**src/rtl/mux_in_debounce.sv**
```systemverilog
// mux_in_debounce: synchronises, debounces and conditions the raw a/b/sel pad inputs for the 2:1 mux.
// A new level is accepted only after STABLE_CYCLES consecutive mismatching samples; sel can act as a toggle button.
module mux_in_debounce #(
  parameter int STABLE_CYCLES = 8,
  parameter int CNT_W = 4
) (
  input  logic       clk,
  input  logic       rst,
  input  logic [2:0] raw_in,
  input  logic       sel_mode,
  output logic       a_o,
  output logic       b_o,
  output logic       sel_o,
  output logic [2:0] chg_pulse
);
  typedef enum logic {STABLE, CHECK} state_t;
  localparam logic [CNT_W-1:0] LAST = CNT_W'(STABLE_CYCLES - 1);
  logic [2:0] sync1_q, sync2_q, deb_q, deb_d, commit;
  logic       tog_q, tog_d;
  for (genvar c = 0; c < 3; c++) begin : g_ch
    state_t           st_q;
    logic [CNT_W-1:0] cnt_q;
    logic             diff;
    assign diff = sync2_q[c] ^ deb_q[c];
    // With a one-cycle threshold the very first mismatch seen in STABLE commits.
    assign commit[c] = diff && (st_q == STABLE ? STABLE_CYCLES == 1 : cnt_q == LAST);
    always_ff @(posedge clk or posedge rst)
      if (rst) begin
        st_q  <= STABLE;
        cnt_q <= '0;
      end else if (!diff || commit[c]) begin
        st_q  <= STABLE;
        cnt_q <= '0;
      end else begin
        st_q  <= CHECK;
        cnt_q <= cnt_q + CNT_W'(1);
      end
  end
  assign deb_d = deb_q ^ commit;
  assign tog_d = tog_q ^ (commit[2] & deb_d[2]);
  always_ff @(posedge clk or posedge rst)
    if (rst) begin
      sync1_q   <= '0;
      sync2_q   <= '0;
      deb_q     <= '0;
      tog_q     <= 1'b0;
      chg_pulse <= '0;
      sel_o     <= 1'b0;
    end else begin
      sync1_q   <= raw_in;
      sync2_q   <= sync1_q;
      deb_q     <= deb_d;
      tog_q     <= tog_d;
      chg_pulse <= commit;
      sel_o     <= sel_mode ? tog_q : deb_q[2];
    end
  assign a_o = deb_q[0];
  assign b_o = deb_q[1];
endmodule

```
**config.mk**
```make
export PLATFORM = sky130hd
export DESIGN_NAME = mux_in_debounce
export DESIGN_NICKNAME = d
export VERILOG_FILES = /design/src/rtl/mux_in_debounce.sv
export SDC_FILE = /design/constraint.sdc
export NUM_CORES = 1
export LEC_CHECK = 0
export ABC_AREA = 0
export CAP_MARGIN = 20
export CORE_ASPECT_RATIO = 1.5
export CORE_UTILIZATION = 45
export CTS_BUF_LIST = sky130_fd_sc_hd__clkbuf_8
export CTS_CLUSTER_SIZE = 30
export DETAILED_ROUTE_END_ITERATION = 8
export GPL_ROUTABILITY_DRIVEN = 0
export PLACE_DENSITY = 0.68
export SYNTH_ARGS = -nofsm -noshare
export SYNTH_HDL_FRONTEND = slang
export SYNTH_SLANG_ARGS = --single-unit
```
**constraint.sdc**
```tcl
create_clock -name clk -period 1.1 [get_ports clk]
set_input_delay 0.22 -clock clk [delete_from_list [all_inputs] [get_ports clk]]
set_output_delay 0.22 -clock clk [all_outputs]
set_load 0.05 [all_outputs]
```
# After elaboration in Yosys (flattened, before gate mapping)
# Index checks and enable logic that the tools add are counted.
[word_totals]
regBits = 29
input_bits = 6
wordCells = 43
[op_classes]
addsub = 3
n_eq_ne = 3
n_mux = 10
bitwise_logic = 6
reduce_logical = 9
[ops]
columns = ["op", "count"]
rows = [
  ["4-bit by 1-bit adder with 4-bit output (second input constant)", 3],
  ["4-bit by 3-bit equality test with 1-bit output (second input constant)", 3],
  ["4-bit two-way mux", 3],
  ["1-bit two-way mux", 7],
  ["1-bit bitwise XOR", 4],
  ["1-bit logical AND", 3],
  ["1-bit logical NOT", 3],
  ["1-bit logical OR", 3],
  ["3-bit bitwise XOR", 1],
  ["1-bit bitwise AND", 1],
]

# Longest topological paths before layout
[depth]
ltp_word = 6
ltp_mapped = 5
mapped_depth_nobuf = 5

# Least setup slack after synthesis
# OpenSTA, ideal clock, no wires.
[synth_path]
kind = "reg2reg"
start = "register (tool-made name)"
end = "register g_ch[0].cnt_q[1]"
arrival_time_ns = 1.181
slack_ns = -0.200
stages_incl_launch_ff = 5
path_buffers = 0
cell_sequence = "dfrtp_1 > xnor2_1 > nand2b_1 > inv_1 > and2_1"
[synth_rtl]
columns = ["element", "line", "rtl"]
rows = [
  ["end signal, assigned", "36", "cnt_q <= cnt_q + CNT_W'(1);"],
  ["end, declared", "22", "logic [CNT_W-1:0] cnt_q;"],
]

==> results.sh <==
export IMPL_place_ws_ns=-0.114
export IMPL_critPathMaxStageDelay_ns=0.36
export IMPL_drt_total_wl_um=1830
export IMPL_power_density_nw_per_um2=1920
export IMPL_finalCriticalPeriod_ns=1.22
export IMPL_synth_area_sq_um=1090
export IMPL_path_buf_inv=0
export IMPL_worst_slack_ns=-0.115
export IMPL_synth_top_cell_area_share_pct=66.8
export IMPL_min_path_type="input pin to async pin"
export IMPL_start_util_pct=48.1
export IMPL_fp_row_count=21
export IMPL_crit_path_cell_trace="ha_2 > nand4b_1 > mux2_4"
export IMPL_htreeDepth=2
export IMPL_utilization_pct=70.7
export IMPL_grt_pass1_wl_um=3380
export IMPL_grt_overflow=0
export IMPL_async_reset_ff_share_pct=100
export IMPL_core_sq_um=2260
export IMPL_worst_ep_required_time_ns=1.27
export IMPL_end_kind="flip-flop"
export IMPL_final_setup_viol_count=14
export IMPL_start_kind="flip-flop"
export IMPL_io_buffer_count=11
export IMPL_placed_cells=122
export IMPL_critPathTopFamily="flip-flops"
export IMPL_synthMostInstantiatedCell="dfrtp_1"
export IMPL_clock_path_buffers=2
export IMPL_die_x_um=42.1
export IMPL_netlist_cell_type_count=17
export IMPL_firstDrtPassIters=2
export IMPL_final_cells=135
export IMPL_reg2reg_from="g_ch[1].cnt_q[1]$_DFF_PP0_"
export IMPL_areaGrowthSynthToFinish_pct=47.1
export IMPL_dieArea_sq_um=2620
export IMPL_synth_main_ff_cell="dfrtp_1"
export IMPL_max_slew_margin_rel_pct=86.1
export IMPL_cap_viol_max_count=0
export IMPL_rr_worst_depth=3
export IMPL_finalNetCount=120
export IMPL_grt_pass1_vias=748
export IMPL_critPathArrivalTime_ns=1.39
export IMPL_wire_per_inst_um=13.5
export IMPL_fmax_mhz=823
export IMPL_yosys_register_bits=29
export IMPL_worst_pin_slew_ns=0.208
export IMPL_grt_antenna_before_repair=0
export IMPL_synthTopCellsByArea="dfrtp_1 67%, xnor2_1 6.5%, mux2_2 4.1%"
export IMPL_clk_pin_slew_worst_paths_ns=0.06
export IMPL_ant_nets=0
export IMPL_tns_ns=-0.638
export IMPL_startpoint="g_ch[1].cnt_q[1]$_DFF_PP0_"
export IMPL_clock_sinks=29
export IMPL_insertion_delay_ns=0.29
export IMPL_synth_top_area_cell="dfrtp_1"
export IMPL_vias_per_cell=4.99
export IMPL_worstSetupPathDepth=3
export IMPL_cts_hold_buf=0
export IMPL_drtIter0Drc=4
export IMPL_worstSetupPathType="flip-flop to flip-flop"
export IMPL_synth_common_cells="29 x dfrtp_1, 8 x nor2_1, 8 x xnor2_1"
export IMPL_cts_buffers=5
export IMPL_avgSynthCellArea_sq_um=14.5
export IMPL_cts_tree="built"
export IMPL_die_y_um=62.2
export IMPL_place_hpwl_um=1220
export IMPL_diodes=0
export IMPL_pin_count=12
export IMPL_finClkSkew_ns=0.00827
export IMPL_peakVddDrop_uv=1170
export IMPL_drive_above_1_share_pct=44.6
export IMPL_status="complete, but fails checks"
export IMPL_reg2reg_slack_ns=-0.12
export IMPL_grt_max_degree=30
export IMPL_root_buffer="clkbuf_8"
export IMPL_drv_slew=0
export IMPL_violations="setup timing"
export IMPL_hold_viol_final=0
export IMPL_grtUsageTotal_pct=18.4
export IMPL_fill_cells=164
export IMPL_synth_edf_count=0
export IMPL_leakagePower_nw=0.787
export IMPL_slowest_stage="dfrtp_1"
export IMPL_critical_path_max_fanout=4
export IMPL_drc_errors=0
export IMPL_syn_nets=84
export IMPL_rsz0062_at_grt="yes"
export IMPL_synthCells=75
export IMPL_synth_yosys_warnings=0
export IMPL_dr_total_vias=673
export IMPL_fin_crit_sh_pct=110
export IMPL_yosysSeqAreaShare_pct=66.8
## timing repair
action                     4_1_cts  5_1_grt
hold endpoints to repair         0        0
setup endpoints to repair       14       16
gates resized for setup          5        5
setup buffers                    3        3
pin swaps                        8        6
## final cells by class
type | count | area (sq um) | share of cell area, %
flip-flops and latches | 29 | 728 | 45.6
multi-input cells | 44 | 407 | 25.5
inverters | 2 | 7.51 | 0.470
clock buffers | 7 | 96.3 | 6.03
clock inverters | 1 | 5.00 | 0.313
repair buffers | 29 | 325 | 20.4
well taps | 23 | 28.8 | 1.80
## worst register-to-register path: cells and delay by family, from the launching register on
family | cells | cell delay (ns)
flops | 1 | 0.36
simple gates | 1 | 0.20
fa+ha+maj | 1 | 0.19
mux | 1 | 0.35
## per-stage QoR
step | power, mW | hold WS, ns | cell area [sq um]
6_report | 3.07 | 0.262 | 1600
5_1_grt | 3.27 | 0.317 | 1600
4_1_cts | 3.06 | 0.261 | 1570
3_5_place_dp | 2.04 | 0.337 | 1420
3_3_place_gp | 2.00 | 0.335 | 1420
2_1_floorplan | 1.72 | 0.251 | 1110
## kinds of logic after synthesis
group | after synthesis | share of synthesized area, %
flops | 29 | 66.8
simple gates | 25 | 15.2
xor+xnor | 12 | 9.68
mux | 4 | 4.15
fa+ha+maj | 3 | 3.46
buf+inv | 2 | 0.692
## cell usage in the layout, fill, tap and decap left out, drive strengths merged, types with 4 or more instances in the layout
master	synthesis	layout
nor2	8	8
mux2	4	4
xnor2	8	8
and2	5	5
xor2	4	4
dfrtp	29	29
buf	0	24
clkbuf	0	7
clkdlybuf4s50	0	5
## how the worst min path moves through the flow
stage | startpoint | end | slack, ns | depth (start not counted)
floorplan | raw_in[0] | sync1_q[0]$_DFF_PP0_ | 0.25 | 0
global placement | sync1_q[2]$_DFF_PP0_ | sync2_q[2]$_DFF_PP0_ | 0.33 | 0
finish | rst | chg_pulse[0]$_DFF_PP0_ | 0.26 | 3
CTS | rst | g_ch[0].cnt_q[1]$_DFF_PP0_ | 0.26 | 3
detailed placement | sync1_q[2]$_DFF_PP0_ | sync2_q[2]$_DFF_PP0_ | 0.34 | 0
global route | rst | g_ch[1].st_q$_DFF_PP0_ | 0.32 | 3
## per-layer routing
layer	wire length (um)	global-route usage, %	vias to the layer above
met5	0	0	-
li1	-	-	316
met3	75	7.85	5
met1	652	19.8	340
met4	56	10.5	0
met2	1040	29.7	12
## power by group
group	leakage, nW	total [mW]	internal (mW)	switching, mW
Sequential	0.373	1.38	1.24	0.143
Clock	0.0542	0.952	0.564	0.388
Combinational	0.360	0.731	0.439	0.292
Power figures use the tool's default switching activity.
==> edit (same settings) <==
Set the parameter `CNT_W` to 6 (it was 4).
--- a/src/rtl/mux_in_debounce.sv
+++ b/src/rtl/mux_in_debounce.sv
@@ -2,7 +2,7 @@
 // A new level is accepted only after STABLE_CYCLES consecutive mismatching samples; sel can act as a toggle button.
 module mux_in_debounce #(
   parameter int STABLE_CYCLES = 8,
-  parameter int CNT_W = 4
+  parameter int CNT_W = 6
 ) (
   input  logic       clk,
   input  logic       rst,
Behaviour: same outputs for any inputs over 10 cycles, from zero or initial values and one cycle with rst high; that may be too few to reach the edited logic, so the function may still have changed.
==> edit against the original RTL <==
- the flow still finishes with violations (negative setup slack)
- synthesized area grew 25%
- worst setup slack lost 0.26 ns
- clock skew shrank 0.0012 ns
- die area grew 24%
- cell area grew 42%
- wire length grew 85%
- maximum frequency shrank 18%
- total power grew 22%
- sequential cell count grew 6
- critical path type unchanged
==> edit: results (changes against the original RTL) <==
* Worst min path class: input port to async pin (unchanged)
* Dpl cells at 190 (was 122)
* Biggest register: g_ch.cnt_q
* Final worst slack at -0.378 ns (was -0.115 ns)
* Worst-case clock buffer depth at 2 (unchanged)
* Initial antenna violation count at 0 (unchanged)
* Clk slew on worst S/H paths at 0.07 ns
* Worst clock skew at 0.00709 ns (was 0.00827 ns)
* First-pass GRT wire length at 5.01 mm (was 3.38 mm)
* Synthesis Warnings at 0 (unchanged)
* Total Wirelength at 3.38 mm (was 1.83 mm)
* Leak pwr at 1.04 nW (was 0.787 nW)
* Dominant cells by area after synthesis: dfrtp_1 65%, xor2_1 4.5%, nor2_1 4.4% (was dfrtp_1 67%, xnor2_1 6.5%, mux2_2 4.1%)
* Top FF cell, synth: dfrtp_1 (unchanged)
* Worst-path fanout max at 3 (was 4)
* Vias at 1,047 (was 673)
* Status: finished, violations left (unchanged)
* Commonest cells in the netlist: 35 x dfrtp_1, 16 x nor2_1, 8 x nand3_1 (was 29 x dfrtp_1, 8 x nor2_1, 8 x xnor2_1)
* Starting DRT DRC Count at 15 (was 4)
* Worst path max stage delay at 0.55 ns (was 0.36 ns)
* Hold WS at 0.279 ns (was 0.262 ns)
* TNS Setup at -4.49 ns (was -0.638 ns)
* H-tree depth at 2 (unchanged)
* Distinct cell type count after synthesis at 20 (was 17)
* Pre-CTS setup slack at -0.389 ns (was -0.114 ns)
* VDD IR-drop max at 1630 uV (was 1170 uV)
* Vias in the first global route at 1,197 (was 748)
* Total CTS buffers at 5 (unchanged)
* CTS root buffer: clkbuf_8 (unchanged)
* DP HPWL at 2.01 mm (was 1.22 mm)
* Worst slew margin at 83.4% (was 86.1%)
* Vias per inst at 4.96 (was 4.99)
* Sequential-to-total area share from yosys stat at 64.7% (was 66.8%)
* Largest register FFs at 18
* Clk_lat worst skew at 0.28 ns
* GR Util All Layers at 22.4% (was 18.4%)
* First-pass DRT Iterations at 4 (was 2)
* Ant. Diodes at 0 (unchanged)
* Share of cells above drive strength 1 at 57.6% (was 44.6%)
* Failing checks: negative setup slack (unchanged)
* CP max stage cell: or4b_4 (was dfrtp_1)
* Largest net degree at the start of global routing at 20 (was 30)
* Setup violators final at 26 (was 14)
* Syn_nets at 117 (was 84)
* # nets final at 180 (was 120)
* Critical Path AT at 1.65 ns (was 1.39 ns)
* Port Buffers at 11 (unchanged)
* Area of placed instances at 1850 sq um (was 1420 sq um)
* Gate Count Post-Synth at 108 (was 75)
* Ys async rst share at 100% (unchanged)
==> edit: cell families (layout without fill, tap and decap cells) <==
| family | after synthesis | in the layout | share of synthesized area, % |
|---|---|---|---|
| and+or+nand+nor | 38 | 38 | 15.1 |
| DFF | 35 | 35 | 64.7 |
| xor gates and xnor gates | 13 | 13 | 8.41 |
| AOI/OAI and AO/OA | 9 | 9 | 4.07 |
| buffers and inverters | 6 | 70 | 1.66 |
| muxes | 4 | 4 | 3.33 |
| adders and majority gates | 3 | 3 | 2.77 |
==> edit: power by group <==
part           switching (W)  internal (W)
clock network       0.000423      0.000421
logic               0.000508      0.000733
registers           0.000188       0.00146
==> edit: layout make-up <==
class	count	area, sq um
sequential	35	878
inverter	6	22.5
clock inverter	3	11.3
timing repair buffer	56	579
clock buffer	5	68.8
tap	39	48.8
fill	180	616
multi-input combinational	67	658
==> edit: critical path: cells and delay by family (launching register included) <==
family / cells / cell delay (ns)
AND/OR/NAND/NOR: 2 / 0.66
multiplexers: 1 / 0.30
flip-flops: 1 / 0.41
==> edit: final timing paths <==
path / startpoint / to / cells after the start
setup reg to reg: g_ch[2].cnt_q[5] / flop / 3
min in group clk: sync1_q[2] / sync2_q[2] / 0
setup / recovery: g_ch[2].cnt_q[5] / flop / 3
max in group asynchronous: rst / async pin / 3
hold reg to reg: sync1_q[2] / sync2_q[2] / 0
hold / removal: rst / g_ch[0].cnt_q[4] / 3
==> edit: metal layers <==
metal  wire length, um  track usage (%)
met5                 0                0
met4               138             11.4
met3               120             7.81
met2              1910             38.3
met1              1210             22.1
==> edit: repair_timing <==
action / CTS / global route
pin swaps: 24 / 17
setup buffers: 9 / 9
resized for setup: 26 / 33
endpoints found under the setup margin: 25 / 27
